===== src/rtl/key_debounce_enc_pkg.sv =====
// Shared constants and helpers for the keypad debounce/encoder slice.
// The keypad vector is {star, digit[9:0]}; star sits at the top bit.
package key_debounce_enc_pkg;

  localparam int          NUM_KEYS   = 10;
  localparam int          STAR_IDX   = 10;
  localparam int          VEC_W      = 11;
  localparam logic [19:0] T_20MS_DEF = 20'hF_4240;

  typedef logic [VEC_W-1:0] key_vec_t;

  typedef enum logic [1:0] {
    EV_NONE = 2'd0,
    EV_KEY  = 2'd1,
    EV_STAR = 2'd2,
    EV_ERR  = 2'd3
  } key_event_e;

  function automatic logic [3:0] bit_count(input key_vec_t v);
    logic [3:0] n;
    n = 4'd0;
    for (int i = 0; i < VEC_W; i++) begin
      n = n + {3'b000, v[i]};
    end
    return n;
  endfunction

  // Index of the lowest set digit bit; only meaningful when exactly one is set.
  function automatic logic [3:0] digit_index(input key_vec_t v);
    logic [3:0] idx;
    idx = 4'd0;
    for (int i = NUM_KEYS - 1; i >= 0; i--) begin
      if (v[i]) idx = 4'(i);
    end
    return idx;
  endfunction

endpackage


===== src/rtl/key_debounce_enc_if.sv =====
// Keypad bundle: raw key lines in, accepted-key event pulses out.
// Events are valid-only pulses with no ready: each of key_vld, star_vld and
// key_err is high for exactly one cycle and the consumer must take it then;
// key_code is meaningful while key_vld is high and holds its value otherwise.
interface key_debounce_enc_if;
  logic [key_debounce_enc_pkg::NUM_KEYS-1:0] bt;
  logic                                      btstar;
  logic                                      key_vld;
  logic [3:0]                                key_code;
  logic                                      star_vld;
  logic                                      key_err;

  modport master (
    input  bt, btstar,
    output key_vld, key_code, star_vld, key_err
  );

  modport slave (
    output bt, btstar,
    input  key_vld, key_code, star_vld, key_err
  );
endinterface


===== src/rtl/key_debounce_enc_sync_debounce.sv =====
// Two-flop synchronizer plus shared stable-time counter; db follows the
// synchronized vector only once the whole vector has been steady long enough.
module sync_debounce #(
  parameter int          W      = 11,
  parameter logic [19:0] T_20MS = 20'hF_4240
) (
  input  logic         clk,
  input  logic         rst,
  input  logic [W-1:0] raw,
  output logic [W-1:0] db
);

  localparam logic [19:0] CNT_MAX = T_20MS - 20'd1;

  logic [W-1:0] s1;
  logic [W-1:0] s2;
  logic [W-1:0] prev;
  logic [19:0]  cnt;
  logic         steady;

  assign steady = (s2 == prev);

  always_ff @(posedge clk or posedge rst) begin
    if (rst) begin
      s1   <= '0;
      s2   <= '0;
      prev <= '0;
      cnt  <= 20'd0;
      db   <= '0;
    end else begin
      s1   <= raw;
      s2   <= s1;
      prev <= s2;
      // Any change on any line restarts the shared count; it saturates, never wraps.
      if (!steady) begin
        cnt <= 20'd0;
      end else if (cnt != CNT_MAX) begin
        cnt <= cnt + 20'd1;
      end
      if (steady && (cnt == CNT_MAX)) begin
        db <= s2;
      end
    end
  end

endmodule


===== src/rtl/key_debounce_enc.sv =====
// Keypad front end: debounce all keys together, detect press edges and
// encode them into single-digit, star or simultaneous-press error pulses.
module key_debounce_enc
  import key_debounce_enc_pkg::*;
#(
  parameter logic [19:0] T_20MS = T_20MS_DEF
) (
  input  logic               clk,
  input  logic               rst,
  key_debounce_enc_if.master kif
);

  key_vec_t   raw;
  key_vec_t   db;
  key_vec_t   db_d;
  key_vec_t   rise;
  key_event_e ev;
  logic [3:0] ev_code;
  logic       key_vld_q;
  logic       star_vld_q;
  logic       key_err_q;
  logic [3:0] key_code_q;

  // btstar is active-low on the pins; internally every key is active-high.
  assign raw = {~kif.btstar, kif.bt};

  sync_debounce #(
    .W      (VEC_W),
    .T_20MS (T_20MS)
  ) u_sync_debounce (
    .clk (clk),
    .rst (rst),
    .raw (raw),
    .db  (db)
  );

  // Only press edges matter; releases are dropped here.
  assign rise = db & ~db_d;

  always_comb begin
    ev      = EV_NONE;
    ev_code = digit_index(rise);
    if (bit_count(rise) > 4'd1) begin
      ev = EV_ERR;
    end else if (bit_count(rise) == 4'd1) begin
      ev = rise[STAR_IDX] ? EV_STAR : EV_KEY;
    end
  end

  always_ff @(posedge clk or posedge rst) begin
    if (rst) begin
      db_d       <= '0;
      key_vld_q  <= 1'b0;
      star_vld_q <= 1'b0;
      key_err_q  <= 1'b0;
      key_code_q <= 4'h0;
    end else begin
      db_d       <= db;
      key_vld_q  <= (ev == EV_KEY);
      star_vld_q <= (ev == EV_STAR);
      key_err_q  <= (ev == EV_ERR);
      if (ev == EV_KEY) begin
        key_code_q <= ev_code;
      end
    end
  end

  assign kif.key_vld  = key_vld_q;
  assign kif.star_vld = star_vld_q;
  assign kif.key_err  = key_err_q;
  assign kif.key_code = key_code_q;

endmodule

===== src/flat_wrapper.sv =====
// flat-port wrapper written by rule: the top's interface ports become plain ports
module key_debounce_enc_flat import key_debounce_enc_pkg::*;
#(
  parameter logic [19:0] T_20MS = T_20MS_DEF
)
  (clk, rst, kif_bt, kif_btstar, kif_key_vld, kif_key_code, kif_star_vld, kif_key_err);
  key_debounce_enc_if kif_i ();
  input  logic clk;
  input  logic rst;
  input wire logic [$bits(kif_i.bt)-1:0] kif_bt;
  input wire logic [$bits(kif_i.btstar)-1:0] kif_btstar;
  output wire logic [$bits(kif_i.key_vld)-1:0] kif_key_vld;
  output wire logic [$bits(kif_i.key_code)-1:0] kif_key_code;
  output wire logic [$bits(kif_i.star_vld)-1:0] kif_star_vld;
  output wire logic [$bits(kif_i.key_err)-1:0] kif_key_err;
  assign kif_i.bt = kif_bt;
  assign kif_i.btstar = kif_btstar;
  assign kif_key_vld = kif_i.key_vld;
  assign kif_key_code = kif_i.key_code;
  assign kif_star_vld = kif_i.star_vld;
  assign kif_key_err = kif_i.key_err;
  key_debounce_enc #(.T_20MS(T_20MS)) u_core (.clk(clk), .rst(rst), .kif(kif_i));
endmodule

===== config.mk =====
export PLATFORM = sky130hd
export DESIGN_NAME = key_debounce_enc_flat
export DESIGN_NICKNAME = d
export VERILOG_FILES = /design/src/rtl/key_debounce_enc_pkg.sv /design/src/rtl/key_debounce_enc_if.sv /design/src/rtl/key_debounce_enc_sync_debounce.sv /design/src/rtl/key_debounce_enc.sv /design/src/flat_wrapper.sv
export SDC_FILE = /design/constraint.sdc
export NUM_CORES = 1
export LEC_CHECK = 0
export ABC_CLOCK_PERIOD_IN_PS = 4400
export BUFFER_PORTS_ARGS = -buffer_cell sky130_fd_sc_hd__buf_4
export CAP_MARGIN = 10
export CORE_AREA = 2 2 85 87
export DETAILED_ROUTE_END_ITERATION = 16
export DIE_AREA = 0 0 87 89
export PLACE_DENSITY = 0.69
export SYNTH_ARGS = -nofsm -noshare
export SYNTH_HDL_FRONTEND = slang
export SYNTH_SLANG_ARGS = --single-unit

===== constraint.sdc =====
create_clock -name clk -period 4.4 [get_ports clk]
set_input_delay 0.66 -clock clk [delete_from_list [all_inputs] [get_ports clk]]
set_output_delay 0.66 -clock clk [all_outputs]
set_load 0.02 [all_outputs]

* Yosys cells after proc, flatten, opt, wreduce, memory -nomap -nowiden *
Cells that the tools add are included.

word-level totals
  register bits after elaboration = 82
  word-level logic and storage cells = 49
  output and inout bits = 7
  bits of input ports = 13

operators by class
  reductions and logical operators = 1
  equal/unequal tests = 8
  order comparisons = 1
  bitwise logic cells = 3
  multiplexer cells = 15
  $add $sub $neg = 11

operator list
  operator                                                              count
  20-bit 2-to-1 mux                                                     2
  4-bit 2-to-1 mux                                                      10
  4-bit by 1-bit adder with 4-bit output                                9
  20-bit by 1-bit adder with 20-bit output, second input constant       1
  20-bit == test, second input constant                                 1
  20-bit != test, second input constant                                 1
  11-bit AND                                                            1
  11-bit == test                                                        1
  11-bit NOT                                                            1
  2-bit 2-to-1 mux                                                      3
  2-bit == test, second input constant                                  2
  4-bit by 1-bit == test with 1-bit output, second input constant       1
  4-bit by 1-bit > comparator with 1-bit output, second input constant  1
  1-bit by 1-bit adder with 2-bit output                                1
  2-bit by 1-bit == test with 1-bit output, second input constant       1
  2-bit by 1-bit != test with 1-bit output, second input constant       1
  1-bit logical AND                                                     1
  1-bit NOT                                                             1

* Logic depth before layout (Yosys ltp) *
  word-level depth = 16
  mapped depth = 15
  gate-level depth less buffers = 15

* Modules after synthesis *
From an unflattened synthesis, not the netlist that was laid out.

unflattened totals
  cells, all modules = 248
  area total of the unflattened synthesis = 3313.2 µm²

by module, submodules not included
  module            cells each  area each (µm²)  times used  sequential area each (µm²)
  sync_debounce     174         2373.5           1           1601.5
  key_debounce_enc  74          939.7            1           450.4

* Worst setup path after synthesis *
OpenSTA, ideal clock, no wires.

  kind = register to register
  start = register u_core.u_sync_debounce.db[1]
  end = register u_core.key_code_q[1], in the netlist u_core.kif.key_code[1]
  data required time = 4.275 ns
  setup slack = 0.160 ns
  clock period less this slack = 4.240 ns
  arrival time = 4.115 ns
  cell stages (with the launch flop) = 14
  buffers on the path = 0
  library setup time = 0.125 ns
  cells stage by stage = dfrtp_1 > nor2b_1 > ha_1 > inv_1 > fa_1 > fa_1 > fa_1 > inv_1 > ha_1 > fa_1 > nor2_1 > a21oi_1 > nor4_1 > mux2_2

on the way
  cells in the longest elaborated chain, start to end = 15
  elaborated cells between the ends (all ways) = 18
  those cells by class = add/sub: 10; order compare: 1; eq/ne: 2; mux: 4; bitwise: 1

RTL lines
  what                                                                             line                                  RTL
  from (decl)                                                                      key_debounce_enc_sync_debounce.sv:10  output logic [W-1:0] db
  from (signal assigned)                                                           key_debounce_enc_sync_debounce.sv:29  db <= '0;
  from (signal assigned)                                                           key_debounce_enc_sync_debounce.sv:41  db <= s2;
  11-bit AND (*)                                                                   key_debounce_enc.sv:38                assign rise = db & ~db_d;
  branches (longest 14 deep; another with 4-bit by 1-bit adder with 4-bit output)  -
  to (signal assigned)                                                             key_debounce_enc.sv:63                key_code_q <= ev_code;
  to (decl)                                                                        key_debounce_enc.sv:22                logic [3:0] key_code_q;

Mark *: on every way between the ends.
A chain may end at the register's enable or synchronous reset.

* Worst setup path after layout *
  start = register u_core.u_sync_debounce.db[0]
  end = register u_core.key_code_q[1], in the netlist u_core.kif.key_code[1]

Same word-level chain as after synthesis.

==> out/metrics.cfg <==
[outcome]
status=finished, final reports clean

[floorplan]
io-pin-count=20
die_y_um=89
dieWidth_um=87
core_region_area_mm2=0.00672
die_area_mm2=0.00774
rows=30
initial_core_util_pct=49.5

[worst_setup_path]
crit_top_cell=fa_1
rr_endpoint=u_core.kif.key_code[1]
cp-end-kind=flop
arrival_ns=4.32
crit_start=u_core.u_sync_debounce.db[0]
cp_slowest_stage_delay_ns=0.54
cp_slowest_cell=fa_1
cp-start-kind=flop
required_ns=4.63
critPathKind=reg2reg
r2r_start=u_core.u_sync_debounce.db[0]
path_max_fanout=6
path_cells=nor2b_1 > ha_1 > inv_1 > fa_1 > fa_1 > fa_1 > inv_1 > ha_1 > fa_1 > nor2_1 > a21oi_1 > nor4_1 > buf_4 > mux2_2
r2r_slack_ns=0.30
reg2reg_depth=14

[logic_synthesis]
post_synth.cell_area_avg_um2=12.9
synth_area_mm2=0.00333
synthArstFlopShare_pct=100
synth-seq-area-share_pct=61.7
synth_ff_type=dfrtp_1
syn-num-nets=282
synth_seq_cells=82
synth_edf_count=0
ys_types=41
synth_warnings=0
synth_cells=257

[cts]
cts_max_level=3
cts_buffer_depth=2
clk_pin_slew_ns=0.08
clkSinkCount=82
cts_buffers=9
cts_tree=yes
cts_root_buf=clkbuf_8
cts_hold_buffers=0
clk_latency_ns=0.35
postCtsSetupBuffers=0
ctsResizeCount=0

[power]
combinationalPowerShare_pct=2.3
switchingPower_mw=0.283
pwr-share-seq_pct=58.8
leakage_nw=1.81
vdd_drop_max_v=0.000251
netSwitchingFraction_pct=21.4
intPower_mw=1.04
powerDensity_mw_per_mm2=353
clkPwrFrac_pct=38.9

[placed_design]
globalplace.congestion=0.919
dp_hpwl_mm=3.37
port_buffers=19

[timing]
rsz0062_at_grt=no
tns_ns=0
drv_slew=0
finalClockSkew_ns=0.00984
max_freq_ghz=0.244
min_period_over_period_pct=93.1
setup_viol=0
final.min_clock_period_ns=4.10
worstMarginPinSlew_ns=0.865
hold_viol=0
whs_ns=0.350
max_slew_margin_pct=42.2

[detailed_routing]
viasPerCell=5.08
route.vias.total=1875
drc=0
wl_mm=4.87
first_iter_violations=132
drtPass1Iterations=6
wl_per_cell_um=13.2
drtAntennaViolNets=0

[final_layout]
multiInputGateArea_mm2=0.00120
final-seq-area_mm2=0.00205
layout-drive-gt1-share_pct=18.7
fin_nets=310
area_growth_pct=12.6
fillers=546
antenna_cells=0

[hold_path]
min_path_cells=0
hold_class=reg2reg
min-delay-start=u_core.u_sync_debounce.s1[3]
hold_end=u_core.u_sync_debounce.s2[3]

[global_route]
grt_start_max_net_pins=55
antenna_found_initial=0
grtUsageTotal_pct=14.3
grt-ovfl-total=0
grt_pass1_wl_mm=8.34
first_global_vias=1844

[run]
drv_cap=0

## placed cells by master (no fill, tap or decap), types with 3 or more instances in the layout
cell,n
dfrtp_1,82
fa_1,6
xor2_1,19
ha_1,6
nand4_1,4
mux2_2,3
nor4_1,5
nor3_1,7
nand2b_1,7
mux2_4,10
nor2_1,24
or3_1,4
a21oi_1,7
inv_1,14
nand3_1,6
buf_4,21
xnor2_1,6
nand2_1,14
clkbuf_8,9
clkinv_2,3
nor2b_1,4
## cell families (layout without fill, tap and decap cells)
logic type | Yosys count | count (layout) | synth area share [%]
and+or+nand+nor | 87 | 87 | 14.2
DFF | 82 | 82 | 61.7
buffers and inverters | 19 | 51 | 2.37
muxes | 15 | 15 | 6.17
AOI/OAI and AO/OA | 17 | 17 | 3.16
adders and majority gates | 12 | 12 | 5.87
xor gates and xnor gates | 25 | 25 | 6.58
## metrics by stage
stage	cells	util [%]	power, mW	setup slack (ns)	cell area [um^2]
after floorplan	257	-	0.808	0.160	3330
after global placement	354	53.0	0.822	0.376	3560
after detailed placement	354	53.0	0.824	0.294	3560
after CTS	369	55.8	1.34	0.280	3750
after global routing	369	55.8	1.37	0.0453	3750
final	369	55.8	1.32	0.304	3750
## sequential cells by signal (all words and copies together), names as in the netlist, 4 cells and up
register,cells
u_core.u_sync_debounce.cnt,20
u_core.kif.key_code,4
u_core.u_sync_debounce.prev,11
u_core.u_sync_debounce.db,11
u_core.u_sync_debounce.s1,11
u_core.db_d,11
u_core.u_sync_debounce.s2,11
## per-layer routing
layer / vias to the layer above / wire length, um / global-route usage [%]
li1: 912 / - / -
met1: 912 / 2400 / 19.1
met2: 42 / 2180 / 20.7
met3: 9 / 192 / 3.51
met4: 0 / 100 / 9.80
met5: - / 0 / 0
## worst max path at each step
stage / endpoint / slack (ns) / depth (start not counted)
2_1_floorplan: u_core.kif.key_code[1] / 0.16 / 13
3_3_place_gp: u_core.kif.key_code[2] / 0.38 / 14
3_5_place_dp: u_core.kif.key_code[2] / 0.29 / 14
4_1_cts: u_core.kif.key_code[2] / 0.28 / 14
5_1_grt: u_core.kif.key_code[1] / 0.05 / 14
6_report: u_core.kif.key_code[1] / 0.30 / 14
## power groups by stage
stage | Combinational (mW) | Clock, mW | Sequential [mW]
floorplan | 0.0184 | 0 | 0.790
global placement | 0.0311 | 0 | 0.791
detailed placement | 0.0321 | 0 | 0.792
CTS | 0.0321 | 0.530 | 0.777
global route | 0.0356 | 0.557 | 0.779
finish | 0.0304 | 0.514 | 0.777
## cell type report
| type | count | area share, % |
|---|---|---|
| flip-flops and latches | 82 | 54.8 |
| clock buffers | 10 | 3.41 |
| well taps | 80 | 2.67 |
| inverters | 15 | 1.54 |
| repair buffers | 21 | 4.21 |
| clock inverters | 5 | 1.50 |
| multi-input cells | 156 | 31.9 |
## cells in the mapped netlist (2+ instances only)
master | count | area share [%]
mux2_2 | 3 | 1.0
and3_1 | 2 | 0.38
nor4_1 | 5 | 0.94
dfrtp_1 | 82 | 62
a21boi_0 | 2 | 0.45
nor2b_1 | 4 | 0.75
o21ai_0 | 2 | 0.30
nor3_1 | 7 | 1.1
mux2_4 | 10 | 4.5
nand2_1 | 14 | 1.6
nand4_1 | 4 | 0.75
nand2b_1 | 7 | 1.3
fa_1 | 6 | 3.6
ha_1 | 6 | 2.3
xnor2_1 | 6 | 1.6
xor2_1 | 19 | 5.0
clkbuf_1 | 3 | 0.34
inv_1 | 15 | 1.7
nand3_1 | 6 | 0.90
a21oi_1 | 7 | 1.1
nor2_1 | 24 | 2.7
or3_1 | 4 | 0.75
## critical path, delay by kind of cell (launching register included)
kind	cells	cell delay (ns)
flops	1	0.39
compound gates	1	0.06
mux	1	0.33
simple gates	3	0.49
fa+ha+maj	6	2.42
buf+inv	3	0.28
Note: power is estimated with default switching activity, not from simulation.
